File: config.mk
export PLATFORM = sky130hd
export DESIGN_NAME = tinyqv_data_arbiter_flat
export DESIGN_NICKNAME = d
export VERILOG_FILES = /design/src/rtl/tinyqv_data_arbiter_if.sv /design/src/rtl/tinyqv_data_arbiter.sv /design/src/flat_wrapper.sv
export SDC_FILE = /design/constraint.sdc
export NUM_CORES = 1
export LEC_CHECK = 0
export ABC_AREA = 1
export BUFFER_PORTS_ARGS = -buffer_cell sky130_fd_sc_hd__buf_2
export CAP_MARGIN = 10
export CORE_AREA = 2 2 115 117
export CTS_CLUSTER_DIAMETER = 40
export DETAILED_ROUTE_END_ITERATION = 8
export DIE_AREA = 0 0 117 119
export GPL_TIMING_DRIVEN = 0
export MAX_ROUTING_LAYER = met4
export SLEW_MARGIN = 10
export SYNTH_ARGS = -nofsm -noshare
export SYNTH_HDL_FRONTEND = slang
export SYNTH_SLANG_ARGS = --single-unit
File: constraint.sdc
create_clock -name clk -period 3.05 [get_ports clk]
set_input_delay 0.1525 -clock clk [delete_from_list [all_inputs] [get_ports clk]]
set_output_delay 0.1525 -clock clk [all_outputs]
set_load 0.01 [all_outputs]
File: src/rtl/tinyqv_data_arbiter_if.sv
// Peripheral data-bus channel: addr, write_n/read_n size codes (11 = none), data and ready.
// The master drives the request fields and the slave returns ready and rdata.
interface tinyqv_data_arbiter_if;
  logic [27:0] addr;
  logic [1:0]  write_n;
  logic [1:0]  read_n;
  logic [31:0] wdata;
  logic        ready;
  logic [31:0] rdata;

  modport master (output addr, write_n, read_n, wdata, input ready, rdata);
  modport slave  (input addr, write_n, read_n, wdata, output ready, rdata);
endinterface

File: src/rtl/tinyqv_data_arbiter.sv
// Round-robin arbiter sharing the peripheral bus between requesters A and B; one transaction per grant.
// Grant 1 cycle after request, then pass-through until d.ready or timeout; one IDLE cycle between grants.
module tinyqv_data_arbiter #(
  parameter int unsigned TIMEOUT_CYCLES = 255,
  parameter logic [31:0] ERR_DATA       = 32'hFFFFFFFF
) (
  input  logic                  clk,
  input  logic                  rst,
  tinyqv_data_arbiter_if.slave  a,
  tinyqv_data_arbiter_if.slave  b,
  tinyqv_data_arbiter_if.master d,
  output logic                  busy,
  output logic                  grant_b,
  output logic                  timeout_err,
  output logic                  timeout_id,
  input  logic                  err_clear
);

  typedef enum logic [1:0] {IDLE, GNT_A, GNT_B} state_t;

  localparam logic [7:0] TO_LIMIT = 8'(TIMEOUT_CYCLES);
  localparam bit         TO_EN    = (TIMEOUT_CYCLES != 0);

  state_t     state;
  logic       last;
  logic [7:0] cnt;

  logic a_wr, b_wr, a_req, b_req;
  logic sel_b, granted, sel_req, hit_to, done;
  logic [31:0] done_rdata;

  assign a_wr  = (a.write_n != 2'b11);
  assign b_wr  = (b.write_n != 2'b11);
  assign a_req = a_wr || (a.read_n != 2'b11);
  assign b_req = b_wr || (b.read_n != 2'b11);

  assign sel_b   = (state == GNT_B);
  assign granted = (state != IDLE);
  assign sel_req = sel_b ? b_req : a_req;
  assign hit_to  = TO_EN && granted && sel_req && (cnt == TO_LIMIT) && !d.ready;
  // Ready is suppressed while rst is high so a reset mid-transaction never completes it.
  assign done       = granted && !rst && (d.ready || hit_to);
  assign done_rdata = hit_to ? ERR_DATA : d.rdata;

  assign a.ready = done && !sel_b;
  assign a.rdata = (done && !sel_b) ? done_rdata : 32'h0;
  assign b.ready = done && sel_b;
  assign b.rdata = (done && sel_b) ? done_rdata : 32'h0;

  assign busy    = granted;
  assign grant_b = sel_b;

  // A simultaneous write and read is illegal; the write wins and the read is masked.
  always_comb begin
    d.addr    = '0;
    d.write_n = 2'b11;
    d.read_n  = 2'b11;
    d.wdata   = '0;
    if (state == GNT_A) begin
      d.addr    = a.addr;
      d.write_n = a.write_n;
      d.read_n  = a_wr ? 2'b11 : a.read_n;
      d.wdata   = a.wdata;
    end else if (state == GNT_B) begin
      d.addr    = b.addr;
      d.write_n = b.write_n;
      d.read_n  = b_wr ? 2'b11 : b.read_n;
      d.wdata   = b.wdata;
    end
  end

  always_ff @(posedge clk) begin
    if (rst) begin
      state       <= IDLE;
      last        <= 1'b1;
      cnt         <= 8'd0;
      timeout_err <= 1'b0;
      timeout_id  <= 1'b0;
    end else begin
      if (err_clear) timeout_err <= 1'b0;
      case (state)
        IDLE: begin
          cnt <= 8'd0;
          if (a_req && (!b_req || last)) state <= GNT_A;
          else if (b_req)                state <= GNT_B;
        end
        GNT_A, GNT_B: begin
          if (d.ready) begin
            state <= IDLE;
            last  <= sel_b;
          end else if (!sel_req) begin
            state <= IDLE;
          end else if (hit_to) begin
            state       <= IDLE;
            last        <= sel_b;
            timeout_err <= 1'b1;
            timeout_id  <= sel_b;
          end else if (cnt != 8'hFF) begin
            cnt <= cnt + 8'd1;
          end
        end
        default: state <= IDLE;
      endcase
    end
  end

endmodule

File: src/flat_wrapper.sv
// flat-port wrapper written by rule: the top's interface ports become plain ports
module tinyqv_data_arbiter_flat 
#(
  parameter int unsigned TIMEOUT_CYCLES = 255,
  parameter logic [31:0] ERR_DATA       = 32'hFFFFFFFF
)
  (clk, rst, busy, grant_b, timeout_err, timeout_id, err_clear, a_addr, a_write_n, a_read_n, a_wdata, a_ready, a_rdata, b_addr, b_write_n, b_read_n, b_wdata, b_ready, b_rdata, d_addr, d_write_n, d_read_n, d_wdata, d_ready, d_rdata);
  tinyqv_data_arbiter_if a_i ();
  tinyqv_data_arbiter_if b_i ();
  tinyqv_data_arbiter_if d_i ();
  input  logic clk;
  input  logic rst;
  output logic busy;
  output logic grant_b;
  output logic timeout_err;
  output logic timeout_id;
  input  logic err_clear;
  input wire logic [$bits(a_i.addr)-1:0] a_addr;
  input wire logic [$bits(a_i.write_n)-1:0] a_write_n;
  input wire logic [$bits(a_i.read_n)-1:0] a_read_n;
  input wire logic [$bits(a_i.wdata)-1:0] a_wdata;
  output wire logic [$bits(a_i.ready)-1:0] a_ready;
  output wire logic [$bits(a_i.rdata)-1:0] a_rdata;
  input wire logic [$bits(b_i.addr)-1:0] b_addr;
  input wire logic [$bits(b_i.write_n)-1:0] b_write_n;
  input wire logic [$bits(b_i.read_n)-1:0] b_read_n;
  input wire logic [$bits(b_i.wdata)-1:0] b_wdata;
  output wire logic [$bits(b_i.ready)-1:0] b_ready;
  output wire logic [$bits(b_i.rdata)-1:0] b_rdata;
  output wire logic [$bits(d_i.addr)-1:0] d_addr;
  output wire logic [$bits(d_i.write_n)-1:0] d_write_n;
  output wire logic [$bits(d_i.read_n)-1:0] d_read_n;
  output wire logic [$bits(d_i.wdata)-1:0] d_wdata;
  input wire logic [$bits(d_i.ready)-1:0] d_ready;
  input wire logic [$bits(d_i.rdata)-1:0] d_rdata;
  assign a_i.addr = a_addr;
  assign a_i.write_n = a_write_n;
  assign a_i.read_n = a_read_n;
  assign a_i.wdata = a_wdata;
  assign a_ready = a_i.ready;
  assign a_rdata = a_i.rdata;
  assign b_i.addr = b_addr;
  assign b_i.write_n = b_write_n;
  assign b_i.read_n = b_read_n;
  assign b_i.wdata = b_wdata;
  assign b_ready = b_i.ready;
  assign b_rdata = b_i.rdata;
  assign d_addr = d_i.addr;
  assign d_write_n = d_i.write_n;
  assign d_read_n = d_i.read_n;
  assign d_wdata = d_i.wdata;
  assign d_i.ready = d_ready;
  assign d_i.rdata = d_rdata;
  tinyqv_data_arbiter #(.TIMEOUT_CYCLES(TIMEOUT_CYCLES), .ERR_DATA(ERR_DATA)) u_core (.clk(clk), .rst(rst), .a(a_i), .b(b_i), .d(d_i), .busy(busy), .grant_b(grant_b), .timeout_err(timeout_err), .timeout_id(timeout_id), .err_clear(err_clear));
endmodule
==> results of run 1 <==
==> cell usage after synthesis, types with 4 or more instances <==
cell type | n | share of area
sky130_fd_sc_hd__nor2_1 | 30 | 0.049
sky130_fd_sc_hd__a21oi_2 | 58 | 0.22
sky130_fd_sc_hd__buf_6 | 9 | 0.045
sky130_fd_sc_hd__ha_1 | 4 | 0.022
sky130_fd_sc_hd__clkbuf_1 | 8 | 0.013
sky130_fd_sc_hd__nand2_1 | 28 | 0.046
sky130_fd_sc_hd__a21oi_1 | 15 | 0.033
sky130_fd_sc_hd__buf_2 | 7 | 0.015
sky130_fd_sc_hd__nand3_1 | 6 | 0.013
sky130_fd_sc_hd__o21ai_0 | 11 | 0.024
sky130_fd_sc_hd__a22o_1 | 60 | 0.23
sky130_fd_sc_hd__nand4_1 | 4 | 0.011
sky130_fd_sc_hd__inv_1 | 48 | 0.079
sky130_fd_sc_hd__dfxtp_1 | 13 | 0.11
sky130_fd_sc_hd__nor3_1 | 5 | 0.011
==> state kept, by name (all words and copies together) (netlist names) <==
name,count
u_core.cnt,8
u_core.state,2
u_core.last,1
u_core.timeout_err,1
u_core.timeout_id,1
==> metal layers <==
layer  up-vias  part of all wire  track usage
met5         -                 0            -
met4         0            0.0097       0.0235
met3         4              0.12       0.0519
met2       195              0.49        0.280
met1      1523              0.39        0.188
li1       1744                 -            -
==> report_power, final <==
| part | internal [mW] | leakage, nW | switching [mW] |
|---|---|---|---|
| registers | 0.212 | 0.106 | 0.0317 |
| logic | 0.748 | 2.20 | 1.13 |
| clock network | 0.177 | 0.0382 | 0.0748 |
==> worst max-delay path, cell delays in order (launching register included) <==
cell	delay [ns]
sky130_fd_sc_hd__dfxtp_1	0.32
sky130_fd_sc_hd__inv_1	0.08
sky130_fd_sc_hd__ha_1	0.34
sky130_fd_sc_hd__inv_2	0.12
sky130_fd_sc_hd__nor2_1	0.52
sky130_fd_sc_hd__buf_2	0.33
sky130_fd_sc_hd__a22o_1	0.23
sky130_fd_sc_hd__buf_2	0.16
==> path summary, 6_finish.rpt <==
path	start	end	slack, ns
max	u_core.state[0]$_SDFFE_PP0P_	d_wdata[21]	0.54
min	rst	u_core.state[0]$_SDFFE_PP0P_	0.18
max reg2reg	u_core.state[0]$_SDFFE_PP0P_	u_core.cnt[5]$_SDFFE_PP0P_	1.12
min reg2reg	u_core.last$_SDFFE_PP1P_	u_core.last$_SDFFE_PP1P_	0.47
==> logic make-up after synthesis <==
group | after synthesis | share of synthesized area
AO/OA/AOI/OAI | 147 | 0.521
adder cells (fa/ha/maj) | 4 | 0.0220
buffers and inverters | 78 | 0.167
flip-flops | 13 | 0.114
AND/OR/NAND/NOR | 82 | 0.175
==> final cells by class <==
type / instances / share of cell area
clock buffer: 4 / 0.0194
buffer: 27 / 0.0465
inverter: 51 / 0.0471
tap: 176 / 0.0542
multi-input combinational: 233 / 0.403
timing repair buffer: 297 / 0.366
sequential: 13 / 0.0641
==> summary.md, run 1 <==
| Metric | Value |
|---|---|
| Result of the run | finished clean |
| Number of max-cap violations | 0 |
| Setup TNS | 0 ns |
| Kind of end point of the critical path | primary output |
| Area growth from synthesis to final layout | 78.4% |
| Cell depth of the worst hold path | 2 |
| Post-Place Worst Slack | 0.663 ns |
| F_max | 0.399 GHz |
| Worst r2r path cells | 10 |
| Clock insertion delay at the later pin of the skew report | around 0.24 ns |
| Worst Setup Start Kind | flop |
| Critical-path maximum fanout | 10 |
| Vias per std cell | 4.33 |
| Buffer depth of the longest clock path | 2 |
| Overall power of the completed layout | 2.38 mW |
| Total cell area at the placement stage | approximately 4000 µm² |
| Post-layout min period | about 2.5 ns |
| Nets in the synthesized netlist | roughly 500 |
| Overflow after GRT | 0 |
| Final hold violation count | 0 |
| CTS Root Buffer Type | sky130_fd_sc_hd__clkbuf_16 |
| Count of placed standard cells including taps | 797 |
| Max H-tree Level | 1 |
| Number of global-route vias before repair | 3062 |
| Initial antenna violation count | 0 |
| Unrepaired setup endpoints after global routing | false |
| Die width | 117 µm |
| Initial cell density of the core | 0.177 |
| Number of primary I/O pins | 298 |
| Share of final-layout standard cells stronger than drive strength 1 | 0.619 |
| Type of the worst setup path | reg -> out |
| Worst path setup slack after routing | between 0.5 and 0.6 ns |
| Detail-routed net length per standard cell | approximately 15 µm |
| Area of the placeable core | 12900 µm² |
| Synthesis Warnings | 0 |
| Area used by multi-input combinational logic | 1640 µm² |
| Fill cell count | 1449 |
| Wire length of the first global-routing pass | 16800 µm |
| Total area of sequential cells | around 260 µm² |
| Final Cycle Share | 0.823 |
| Inserted Diodes | 0 |
| Global placement routability congestion | roughly 0.86 |
| Cell Pwr Density | slightly below 600 nW/µm² |
| Remaining antenna violation count after routing | 0 |
| Syn Area/Cell | 7.03 µm² |
| Worst setup skew after layout | about 0.0052 ns |
| Actual transition at the worst max-transition pin | 0.651 ns |
| Total Die Area | about 14000 µm² |
| Number of nets at the end of the flow | 794 |
| Port buffer count | 297 |
| Final-report setup violation count | 0 |
| Number of rows created at floorplan | 42 |
| Final instance count without filler cells | between 800 and 900 |
| Post-synth ARST share | 0 |
| Hpwl dp | 10500 µm |
| Number of DRC violations after detailed routing | 0 |
| Share of the yosys chip area belonging to registers | 0.114 |
| Number of DRC markers in iteration 0 | 144 |
| Final std cell area, no fill | 4060 µm² |
| Number of buffers inserted during clock tree synthesis | 3 |
| Number of instances resized during post-cts repair | 0 |
| Clock tree from TritonCTS | yes |
| Clk slew on worst S/H paths | 0.05 ns |
| Via Count | around 3500 |
| Cells after synthesis | 324 |
| Maximum VDD drop | 0.242 mV |
| Number of sinks on the clock net | 13 |
| Postcts setup bufs | 0 |
| Largest net degree at the start of global routing | 11 |
| Commonest non-fill, non-tap cells in the layout | 304 x sky130_fd_sc_hd__buf_2, 60 x sky130_fd_sc_hd__a22o_1, 58 x sky130_fd_sc_hd__a21oi_2 |
| Worst hold slack after final layout | 0.177 ns |
| Synth Cell Area | ~2300 µm² |
| LEAKAGE | 2.35 nW |
| Hold-fix buffer count after cts | 0 |
| Type of the worst min-delay path | in -> reg |
| Max-slew violation count | 0 |
| Number of enable-type register cells in the synthesized netlist | 0 |
| Total iterations of the first detailed-routing run | 4 |
| Overall routing resource usage | 0.163 |
| Vertical extent of the die | between 100 and 150 µm |
| Top_reg_cell synth | sky130_fd_sc_hd__dfxtp_1 |
| Netlist cell types | 26 |
| Worst slew margin | 0.564 |
| WP data arrival | approximately 2.4 ns |
| Final core utilization | 0.316 |
| Final wirelength | 12100 µm |
| Endpoint required time on the critical path | 2.90 ns |
| Synth Register Bits | 13 |
| Most common cell after layout, fill and taps aside | sky130_fd_sc_hd__buf_2 |
No activity file was read; power rests on OpenSTA's default activity.
==> run 2, diff against run 1 <==
--- a/config.mk
+++ b/config.mk
@@ -5,13 +5,13 @@
 export SDC_FILE = /design/constraint.sdc
 export NUM_CORES = 1
 export LEC_CHECK = 0
-export ABC_AREA = 1
+export ABC_AREA = 0
 export BUFFER_PORTS_ARGS = -buffer_cell sky130_fd_sc_hd__buf_2
 export CAP_MARGIN = 10
-export CORE_AREA = 2 2 115 117
+export CORE_AREA = 2 2 116 118
 export CTS_CLUSTER_DIAMETER = 40
 export DETAILED_ROUTE_END_ITERATION = 8
-export DIE_AREA = 0 0 117 119
+export DIE_AREA = 0 0 118 120
 export GPL_TIMING_DRIVEN = 0
 export MAX_ROUTING_LAYER = met4
 export SLEW_MARGIN = 10
==> constraint.sdc (replaced) <==
create_clock -name clk -period 2 [get_ports clk]
set_input_delay 0.1 -clock clk [delete_from_list [all_inputs] [get_ports clk]]
set_output_delay 0.1 -clock clk [all_outputs]
set_load 0.01 [all_outputs]
==> run 2 against run 1 <==
Sequential power up 36%. Die area grew 1.7%. Largest power group unchanged. Critical endpoint is now a_rdata[19]. The run now ends with negative setup slack left. Synthesized cell count decreased by 3.4%.
==> summary.md, run 2 <==
| Metric | Value |
|---|---|
| Number of primary I/O pins | 298 |
| Worst slew margin | 0.580 |
| Max H-tree Level | 1 |
| Top_reg_cell synth | sky130_fd_sc_hd__dfxtp_1 |
| Area growth from synthesis to final layout | 105% |
| Worst setup skew after layout | 0.00183 ns |
| Top cell types by occurrence after synthesis | 76 x sky130_fd_sc_hd__a21oi_1, 60 x sky130_fd_sc_hd__a22o_1, 39 x sky130_fd_sc_hd__nand2_1 |
| Final Cycle Share | 1.02 |
| Number of nets at the end of the flow | 787 |
| Final-report setup violation count | 37 |
| Number of buffers inserted during clock tree synthesis | 3 |
| Max-slew violation count | 0 |
| Syn Area/Cell | ~6.7 µm² |
| Final hold violation count | 0 |
| Largest net degree at the start of global routing | 11 |
| Global placement routability congestion | around 0.86 |
| Total iterations of the first detailed-routing run | 5 |
| Most frequent cell on the critical path | sky130_fd_sc_hd__buf_6 |
| Leading cell type by number of instances after synthesis | sky130_fd_sc_hd__a21oi_1 |
| Clock tree from TritonCTS | yes |
| Buffer depth of the longest clock path | 2 |
| Vertical extent of the die | about 120 µm |
| Detail-routed net length per standard cell | 17.7 µm |
| Number of sinks on the clock net | 13 |
| Post-synthesis cell type with the largest combined area | sky130_fd_sc_hd__a22o_1 |
| Endpoint required time on the critical path | 1.90 ns |
| Clock insertion delay at the later pin of the skew report | about 0.25 ns |
| Final std cell area, no fill | 4290 µm² |
| Overall routing resource usage | 0.186 |
| Worst r2r path cells | 9 |
| Nets in the synthesized netlist | 481 |
| Die width | 118 µm |
| Number of global-route vias before repair | 3640 |
| Commonest non-fill, non-tap cells in the layout | 295 x sky130_fd_sc_hd__buf_2, 59 x sky130_fd_sc_hd__a22o_1, 43 x sky130_fd_sc_hd__a21oi_1 |
| Biggest cell delay along the critical path | roughly 0.33 ns |
| Largest registers | u_core.cnt (8), u_core.state (2) |
| LEAKAGE | 2.21 nW |
| Port buffer count | 296 |
| Wire length of the first global-routing pass | 20200 µm |
| Cell Chain, Critical Path | inv_4 -> ha_4 -> buf_6 -> mux2i_4 -> nand4b_1 -> buf_6 -> buf_8 -> a21oi_2 -> buf_2 |
| Vias per std cell | 4.77 |
| Final wirelength | 14100 µm |
| Number of DRC markers in iteration 0 | 248 |
| WP data arrival | ~1.9 ns |
| Result of the run | finished with violations |
| Most common cell after layout, fill and taps aside | sky130_fd_sc_hd__buf_2 |
| Worst Setup Start Kind | flop |
| Cells after synthesis | approximately 310 |
| Maximum VDD drop | 0.375 mV |
| Worst path setup slack after routing | -0.0440 ns |
| Netlist cell types | 41 |
| F_max | 0.489 GHz |
| Type of the worst setup path | reg -> out |
| Total cell area at the placement stage | between 3000 and 4000 µm² |
| Number of rows created at floorplan | 42 |
| Share of the yosys chip area belonging to registers | 0.124 |
| Cell Pwr Density | 839 nW/µm² |
| Kind of end point of the critical path | primary output |
| Top post-synthesis cells by area | sky130_fd_sc_hd__a22o_1 25%, sky130_fd_sc_hd__a21oi_1 18%, sky130_fd_sc_hd__dfxtp_1 12% |
| Total area of sequential cells | 265 µm² |
| Overflow after GRT | 0 |
| Total Die Area | 14200 µm² |
| Number of DRC violations after detailed routing | 0 |
| Share of the synthesized area in the top cell type | 0.251 |
| Actual transition at the worst max-transition pin | 0.627 ns |
| Fill cell count | 1460 |
| Unrepaired setup endpoints after global routing | true |
| Flip-flop count of the largest register after layout | 8 |
| Number of max-cap violations | 0 |
| Post-layout min period | 2.04 ns |
| Worst hold slack after final layout | about 0.12 ns |
| Synth Cell Area | about 2100 µm² |
| Synthesis Warnings | 0 |
| Top register by number of flip-flops | u_core.cnt |
| Violations in the final reports | negative setup slack |
| Hpwl dp | roughly 11000 µm |
| Via Count | 3800 |
| Clk slew on worst S/H paths | 0.05 ns |
| Cell depth of the worst hold path | 3 |
| Area of the placeable core | 13000 µm² |
| Area used by multi-input combinational logic | 1860 µm² |
| Type of the worst min-delay path | in -> reg |
| Slowest cell on the critical path | sky130_fd_sc_hd__dfxtp_2 |
| Critical-path maximum fanout | 10 |
| Remaining antenna violation count after routing | 0 |
| Initial antenna violation count | 3 |
| Initial cell density of the core | 0.161 |
| Share of final-layout standard cells stronger than drive strength 1 | 0.626 |
| Number of enable-type register cells in the synthesized netlist | 0 |
| Post-synth ARST share | 0 |
| CTS Root Buffer Type | sky130_fd_sc_hd__clkbuf_16 |
| Synth Register Bits | 13 |
-- run 2: cell types whose count changed in the layout (fill, tap and decap cells not counted), sizes merged, moves of 4 or more --
cell / before / now
nor2: 33 / 10
nor3: 5 / 1
inv: 51 / 6
nand2b: 0 / 4
a311oi: 0 / 5
nand2: 29 / 39
clkbuf: 12 / 25
-- run 2: cell families (layout without fill, tap and decap cells) --
kind of cell               after synthesis  count (layout)  synth area share
buffers and inverters                   45             350            0.0950
adders and majority gates                4               4            0.0239
and+or+nand+nor                         81              81             0.192
other                                    0               2                 0
DFF                                     13              13             0.124
muxes                                    3               3            0.0203
AOI/OAI and AO/OA                      167             167             0.544
-- run 2: layer usage --
metal / GRT usage / wire (µm) / share of wire
met3: 0.0295 / 1060 / 0.075
met2: 0.335 / 7150 / 0.51
met1: 0.210 / 5450 / 0.39
met5: - / 0 / 0
met4: 0.0602 / 395 / 0.028
-- run 2: area by class of cell --
| type | instances | area share |
|---|---|---|
| diodes | 2 | 0.00117 |
| plain buffers | 38 | 0.0653 |
| clock buffers | 4 | 0.0184 |
| inverters | 6 | 0.00583 |
| multi-input cells | 255 | 0.434 |
| flip-flops and latches | 13 | 0.0618 |
| well taps | 176 | 0.0513 |
| repair buffers | 302 | 0.362 |
-- run 2: stage by stage --
stage	cells	power (mW)	setup TNS, ns	utilization	setup slack, ns
after floorplan	313	1.85	0	-	0.201
after global placement	785	2.96	-5.24	0.292	-0.175
after detailed placement	785	2.94	-3.70	0.292	-0.185
after CTS	792	3.49	-0.0611	0.314	-0.0276
after global routing	796	3.84	-5.52	0.331	-0.130
final	796	3.60	-0.457	0.331	-0.0440
-- run 2: worst max-delay path, delay by kind of cell, from the launching register on --
kind | cells | cell delay, ns
simple gates | 1 | 0.15
compound gates | 1 | 0.15
buf+inv | 5 | 0.69
fa+ha+maj | 1 | 0.14
flops | 1 | 0.33
mux | 1 | 0.23
-- run 2: power breakdown --
| group | internal, mW | switching [mW] | total (mW) |
|---|---|---|---|
| combinational | 1.24 | 1.64 | 2.88 |
| clock | 0.270 | 0.120 | 0.390 |
| sequential | 0.297 | 0.0348 | 0.332 |
| total | 1.81 | 1.80 | 3.60 |
-- run 2: final timing paths --
kind,endpoint,from,slack (ns)
max reg2reg,u_core.cnt[0]$_SDFFE_PP0P_,u_core.state[0]$_SDFFE_PP0P_,0.10
max,a_rdata[19],u_core.state[0]$_SDFFE_PP0P_,-0.04
min,u_core.timeout_err$_SDFF_PP0_,err_clear,0.12
min reg2reg,u_core.timeout_err$_SDFF_PP0_,u_core.timeout_err$_SDFF_PP0_,0.48
-- run 2: repair_timing --
action,4_1_cts,5_1_grt
cloned,0,0
pin swaps,7,5
setup endpoints to repair,127,106
setup buffers,4,2
endpoints found under the hold margin,0,0
resized for setup,60,61
hold buffers,0,0
